**config.mk**
```make
export PLATFORM = sky130hd
export DESIGN_NAME = bpd_harness_sequencer
export DESIGN_NICKNAME = d
export VERILOG_FILES = /design/src/rtl/bpd_harness_sequencer.sv
export SDC_FILE = /design/constraint.sdc
export NUM_CORES = 1
export LEC_CHECK = 0
export ABC_AREA = 1
export CORE_MARGIN = 2
export CORE_UTILIZATION = 45
export CTS_BUF_LIST = sky130_fd_sc_hd__clkbuf_16
export CTS_CLUSTER_SIZE = 40
export DETAILED_ROUTE_END_ITERATION = 10
export GPL_TIMING_DRIVEN = 0
export MAX_ROUTING_LAYER = met4
export PLACE_DENSITY = 0.71
export SLEW_MARGIN = 10
export SYNTH_ARGS = -nofsm -noshare
export SYNTH_HDL_FRONTEND = slang
export SYNTH_SLANG_ARGS = --single-unit
```
**constraint.sdc**
```tcl
create_clock -name clock -period 4.9 [get_ports clock]
set_input_delay 1.225 -clock clock [delete_from_list [all_inputs] [get_ports clock]]
set_output_delay 1.225 -clock clock [all_outputs]
set_load 0.02 [all_outputs]
```
**src/rtl/bpd_harness_sequencer.sv**
```systemverilog
`default_nettype none
// ============================================================================
// bpd_harness_sequencer: one-op-per-cycle predict/update arbiter for the BPD harness (starve guard: BPD_SEQ_STARVE_GUARD_EN)
// Revision: 1.0
// ============================================================================
module bpd_harness_sequencer #(
  parameter int UPD_DEPTH    = 8,
  parameter int TAG_W        = 4,
  parameter int STARVE_LIMIT = 16
) (
  input  logic                           clock,
  input  logic                           reset,
  input  logic                           pred_req_valid_i,
  output logic                           pred_req_ready_o,
  input  logic [63:0]                    pred_req_pc_i,
  input  logic [TAG_W-1:0]               pred_req_tag_i,
  input  logic                           pred_flush_i,
  output logic                           pred_resp_valid_o,
  output logic [TAG_W-1:0]               pred_resp_tag_o,
  output logic                           pred_resp_taken_o,
  input  logic                           upd_valid_i,
  output logic                           upd_ready_o,
  input  logic [63:0]                    upd_pc_i,
  input  logic                           upd_taken_i,
  output logic [$clog2(UPD_DEPTH):0]     upd_count_o,
  output logic                           bp_req_valid_o,
  output logic [63:0]                    bp_req_pc_o,
  input  logic                           bp_req_taken_i,
  output logic                           bp_update_valid_o,
  output logic [63:0]                    bp_update_pc_o,
  output logic                           bp_update_taken_o
);

  localparam int c_PTR_W = $clog2(UPD_DEPTH);
  localparam int c_CNT_W = c_PTR_W + 1;
  localparam logic [c_CNT_W-1:0] c_DEPTH = c_CNT_W'(UPD_DEPTH);

  logic [c_PTR_W-1:0] wr_ptr_q, wr_ptr_d;
  logic [c_PTR_W-1:0] rd_ptr_q, rd_ptr_d;
  logic [c_CNT_W-1:0] count_q,  count_d;
  logic               pend_q,   pend_d;
  logic [TAG_W-1:0]   tag_q,    tag_d;
  logic [63:0]        mem_pc_q [UPD_DEPTH];
  logic               mem_tk_q [UPD_DEPTH];

  logic w_full;
  logic w_empty;
  logic w_starve_fire;
  logic w_force_upd;
  logic w_issue_pred;
  logic w_issue_upd;
  logic w_push;

  assign w_full  = (count_q == c_DEPTH);
  assign w_empty = (count_q == '0);

`ifdef BPD_SEQ_STARVE_GUARD_EN
  localparam int c_STARVE_W = $clog2(STARVE_LIMIT + 1);
  localparam logic [c_STARVE_W-1:0] c_STARVE = c_STARVE_W'(STARVE_LIMIT);

  logic [c_STARVE_W-1:0] starve_q, starve_d;

  // Counts cycles a non-empty FIFO is passed over; any drain or emptiness restarts it.
  always_comb begin
    starve_d = starve_q;
    if (w_empty || w_issue_upd) begin
      starve_d = '0;
    end else if (starve_q != c_STARVE) begin
      starve_d = starve_q + c_STARVE_W'(1);
    end
  end

  always_ff @(posedge clock) begin
    if (!reset) begin
      starve_q <= '0;
    end else begin
      starve_q <= starve_d;
    end
  end

  assign w_starve_fire = (starve_q == c_STARVE);
`else
  logic w_unused_starve_limit;
  assign w_unused_starve_limit = |STARVE_LIMIT;
  assign w_starve_fire         = 1'b0;
`endif

  assign w_force_upd  = w_full | w_starve_fire;
  assign pred_req_ready_o = reset & ~w_force_upd & ~pred_flush_i;
  assign w_issue_pred = pred_req_valid_i & pred_req_ready_o;
  // A forced drain wins over fetch; otherwise updates fill cycles fetch leaves idle.
  assign w_issue_upd  = reset & ~w_empty & (w_force_upd | ~w_issue_pred);
  assign upd_ready_o  = reset & ~w_full;
  assign w_push       = upd_valid_i & upd_ready_o;

  always_comb begin
    wr_ptr_d = wr_ptr_q;
    rd_ptr_d = rd_ptr_q;
    count_d  = count_q;
    if (w_push) begin
      wr_ptr_d = wr_ptr_q + c_PTR_W'(1);
    end
    if (w_issue_upd) begin
      rd_ptr_d = rd_ptr_q + c_PTR_W'(1);
    end
    case ({w_push, w_issue_upd})
      2'b10:   count_d = count_q + c_CNT_W'(1);
      2'b01:   count_d = count_q - c_CNT_W'(1);
      default: count_d = count_q;
    endcase
  end

  always_comb begin
    pend_d = w_issue_pred;
    tag_d  = w_issue_pred ? pred_req_tag_i : tag_q;
  end

  always_ff @(posedge clock) begin
    if (!reset) begin
      wr_ptr_q <= '0;
      rd_ptr_q <= '0;
      count_q  <= '0;
      pend_q   <= 1'b0;
      tag_q    <= '0;
    end else begin
      wr_ptr_q <= wr_ptr_d;
      rd_ptr_q <= rd_ptr_d;
      count_q  <= count_d;
      pend_q   <= pend_d;
      tag_q    <= tag_d;
    end
  end

  // Storage needs no reset: occupancy alone decides what is readable.
  always_ff @(posedge clock) begin
    if (w_push) begin
      mem_pc_q[wr_ptr_q] <= upd_pc_i;
      mem_tk_q[wr_ptr_q] <= upd_taken_i;
    end
  end

  assign bp_req_valid_o    = w_issue_pred;
  assign bp_req_pc_o       = reset ? pred_req_pc_i : 64'd0;
  assign bp_update_valid_o = w_issue_upd;
  assign bp_update_pc_o    = w_issue_upd ? mem_pc_q[rd_ptr_q] : 64'd0;
  assign bp_update_taken_o = w_issue_upd & mem_tk_q[rd_ptr_q];

  assign pred_resp_valid_o = reset & pend_q & ~pred_flush_i;
  assign pred_resp_tag_o   = reset ? tag_q : '0;
  assign pred_resp_taken_o = reset & bp_req_taken_i;
  assign upd_count_o       = reset ? count_q : '0;

endmodule
`default_nettype wire

```
==> metrics <==
Cell Area, Placed 26020 µm²; synthesized netlist cell count 1880; multiplexer fraction of the synthesized cell area 0%; number of enable-type register cells in the synthesized netlist 520; cell types occupying the most area after synthesis sky130_fd_sc_hd__edfxtp_1 (71%), sky130_fd_sc_hd__nand2_1 (6.2%), sky130_fd_sc_hd__o21ai_0 (4.8%); Tcrit/Tclk final 96.97%; worst-case vdd ir drop 0.2709 mV; IO Port Bufs 280; area taken by multi-input logic gates 5080 µm²; most frequent cell on the critical path sky130_fd_sc_hd__clkdlybuf4s50_1; critical path peak fanout 10; worst setup path class in -> out; detailed router's first-iteration violation count 1503; average via count per standard cell 5.328; TritonRoute pass-1 iters 6; DIE AREA 50630 µm²; routed vias 15409; final setup skew 17.99 ps; Post-Synthesis Net Count 2024; area occupied by registers 15980 µm²; startpoint of the lowest-slack register-to-register path count_q[0]$_SDFFE_PN0P_; GRT Resource Usage Total 23.13%; leakage dissipation 9.985 nW; global-route wire length before repair 85690 µm; post-detail-place hpwl 38920 µm; main combinational cell family by area after synthesis simple AND/OR/NAND/NOR gates; number of rows in the core area 80; end of the critical path bp_update_pc_o[41]; pin count of the biggest net entering global routing 28; sequential fraction of the synthesis area 72.68%; post-route ant nets 0; top post-synthesis cells by count sky130_fd_sc_hd__edfxtp_1 (520), sky130_fd_sc_hd__nand2_1 (364), sky130_fd_sc_hd__nor2_1 (272); number of pins with negative max-slew slack in the final report 0; post-CTS setup-driven buffer insertion count 0; Synth Flop Type sky130_fd_sc_hd__edfxtp_1; synthesized-area fraction occupied by xor and xnor cells 0.1594%; Root Driver sky130_fd_sc_hd__clkbuf_16; worst slack at placement -39.66 ps; number of non-filler instances in the completed layout 2892; number of global-route vias before repair 15266; mapped cell area 21980 µm²; Data arrival, critical path 3530 ps; clock buffers created by TritonCTS 53; final weighted congestion in routability-driven placement 0.8143; Worst-Skew Late Latency 590 ps; achievable clock frequency 0.2105 GHz; CTS tree done; flip-flop and latch count after synthesis 538; number of nets in the finished design 2377; number of distinct library cells after synthesis 28; residual overflow from global routing 0; Total Routed Length 57190 µm; total instance count after detailed placement 2793; cell with the largest stage delay on the worst path sky130_fd_sc_hd__clkdlybuf4s50_1; class of the tightest hold or removal check reg -> reg; final routed wire length divided by cell count 19.77 µm; Max Root-Sink Buffers 3; worst setup path startpoint pred_flush_i; share of Yosys cell area claimed by the top area cell type 71.04%; area growth from synthesis to layout 26.26%; starting density of the core 45.85%; data required time at the worst endpoint 3670 ps; r2r worst-path depth 8; ordered cell list for the critical path clkdlybuf4s50_1 > nor2_4 > nand3_4 > nand2_4 > inv_4 > buf_2 > o21ai_1 > nor2_1 > clkdlybuf4s50_1; RSZ-0062 raised after global routing false; adder-cell area share of the yosys netlist 0.2846%; deepest level of the CTS H-tree 2; power per standard cell area 478.4 nW/µm²; Core Region 47950 µm²; TritonCTS sink count 538; critical path launch point type input pin; basic-gate share of the synthesized area counting and, or, nand and nor cells 14.51%; overall die width 225.0 µm; complex-gate fraction of the synthesized area 7.872%; # setup viols final 0; share of cells above drive strength 1 7.882%; Mean Syn Cell Area 11.69 µm²; Fillers 3731; most frequent cell after synthesis sky130_fd_sc_hd__edfxtp_1; worst-margin pin slew 892.4 ps; setup slack on the worst flop-to-flop path 2070 ps; type of destination of the critical path output pin; post-route cell area 27750 µm²; relative slew slack 40.51%; Clk pin slew, worst setup/hold paths 60 ps; longest individual stage delay on the worst path 670 ps; DRC violations left 0; die span in y 225.0 µm; critical register-to-register path endpoint mem_pc_q[0][9]$_DFFE_PP_; Final Critical Period 4752 ps; post-synth top area cell sky130_fd_sc_hd__edfxtp_1; antenna violations before repair 5; count of yosys warnings during synthesis 0; hold violation total from the final report 0; total I/O pin count 282; final setup slack of the worst path 148.3 ps; max cap viols 0; outcome finished, final reports clean; asr flop ratio synth 0%
-- through the flow --
step / util (%) / total power, mW / hold WS (ps) / TNS, ps
2_1_floorplan: - / 7.696 / 445.4 / -28710
3_3_place_gp: 53.32 / 9.248 / 460.6 / -777200
3_5_place_dp: 54.27 / 9.344 / 468.1 / -39.66
4_1_cts: 57.85 / 13.34 / 477.1 / 0
5_1_grt: 57.88 / 13.91 / 518.1 / 0
6_report: 57.88 / 13.28 / 475.6 / 0
-- critical path: cells and delay by family --
family	cells	cell delay [ps]
buffers and inverters	4	1610
AOI/OAI and AO/OA	1	110
and+or+nand+nor	4	570
-- power breakdown --
part           switching [mW]  internal [mW]  total (mW)  leakage (nW)
combinational            2.59           1.43        4.01          4.26
sequential             0.0662           5.18        5.25          4.84
clock                    1.64           2.37        4.02         0.881
-- final cells by class --
cell class,instances,share of cell area (%)
antenna,6,0.05410
buffer,115,2.290
clock buffer,53,4.779
clock inverter,40,1.407
inverter,92,1.271
multi-input combinational,1135,18.30
sequential,538,57.56
tap,615,2.773
timing repair buffer,298,11.56
-- flip-flops by register name (all words and copies together), names as in the netlist, named ones only --
name      count
mem_pc_q    512
mem_tk_q      8
count_q       4
tag_q         4
rd_ptr_q      3
wr_ptr_q      3
pend_q        1
-- kinds of logic after synthesis --
family                     count (synthesis)
buffers and inverters                    207
adders and majority gates                  5
xor gates and xnor gates                   4
AOI/OAI and AO/OA                        339
DFF                                      538
and+or+nand+nor                          787
-- timing repair --
action	4_1_cts	5_1_grt
endpoints found under the setup margin	1	0
hold buffers	0	0
resized for setup	1	0
-- layer usage --
layer  global-route usage (%)  up-vias  routed length (µm)
met5                        -        -                   0
met4                    9.934        0                1944
met3                    4.016      115                4533
met2                    38.62      692               28350
met1                    27.80     7367               22360
li1                         -     7235                   -
-- cell usage in the layout, fill, tap and decap left out, types with 2 or more instances in the layout --
cell,synthesis,routed
sky130_fd_sc_hd__a21oi_1,74,74
sky130_fd_sc_hd__buf_1,12,12
sky130_fd_sc_hd__buf_12,1,13
sky130_fd_sc_hd__buf_16,0,6
sky130_fd_sc_hd__buf_2,24,24
sky130_fd_sc_hd__buf_4,15,15
sky130_fd_sc_hd__buf_6,12,12
sky130_fd_sc_hd__bufinv_16,0,8
sky130_fd_sc_hd__clkbuf_1,50,50
sky130_fd_sc_hd__clkbuf_16,0,53
sky130_fd_sc_hd__clkdlybuf4s50_1,0,280
sky130_fd_sc_hd__clkinv_1,0,9
sky130_fd_sc_hd__clkinv_2,0,9
sky130_fd_sc_hd__clkinv_4,0,3
sky130_fd_sc_hd__dfxtp_1,18,18
sky130_fd_sc_hd__diode_2,0,6
sky130_fd_sc_hd__edfxtp_1,520,520
sky130_fd_sc_hd__ha_1,5,5
sky130_fd_sc_hd__inv_1,89,99
sky130_fd_sc_hd__inv_4,3,3
sky130_fd_sc_hd__nand2_1,364,364
sky130_fd_sc_hd__nand3_1,137,137
sky130_fd_sc_hd__nor2_1,272,263
sky130_fd_sc_hd__nor2_2,8,9
sky130_fd_sc_hd__nor2_4,2,10
sky130_fd_sc_hd__o21ai_0,210,210
sky130_fd_sc_hd__o21ai_1,46,46
sky130_fd_sc_hd__o21ai_2,8,8
sky130_fd_sc_hd__xnor2_1,2,2
sky130_fd_sc_hd__xor2_1,2,2
-- worst min path at each step --
stage,endpoint,depth (start not counted),slack (ps),from
after detailed placement,tag_q[3]$_SDFFE_PN0P_,2,470,tag_q[3]$_SDFFE_PN0P_
final,tag_q[0]$_SDFFE_PN0P_,2,480,tag_q[0]$_SDFFE_PN0P_
after global placement,tag_q[3]$_SDFFE_PN0P_,2,460,tag_q[3]$_SDFFE_PN0P_
after CTS,tag_q[3]$_SDFFE_PN0P_,2,480,tag_q[3]$_SDFFE_PN0P_
after floorplan,tag_q[3]$_SDFFE_PN0P_,2,450,tag_q[3]$_SDFFE_PN0P_
after global routing,tag_q[1]$_SDFFE_PN0P_,2,520,tag_q[1]$_SDFFE_PN0P_
No activity file was read; power rests on OpenSTA's default activity.
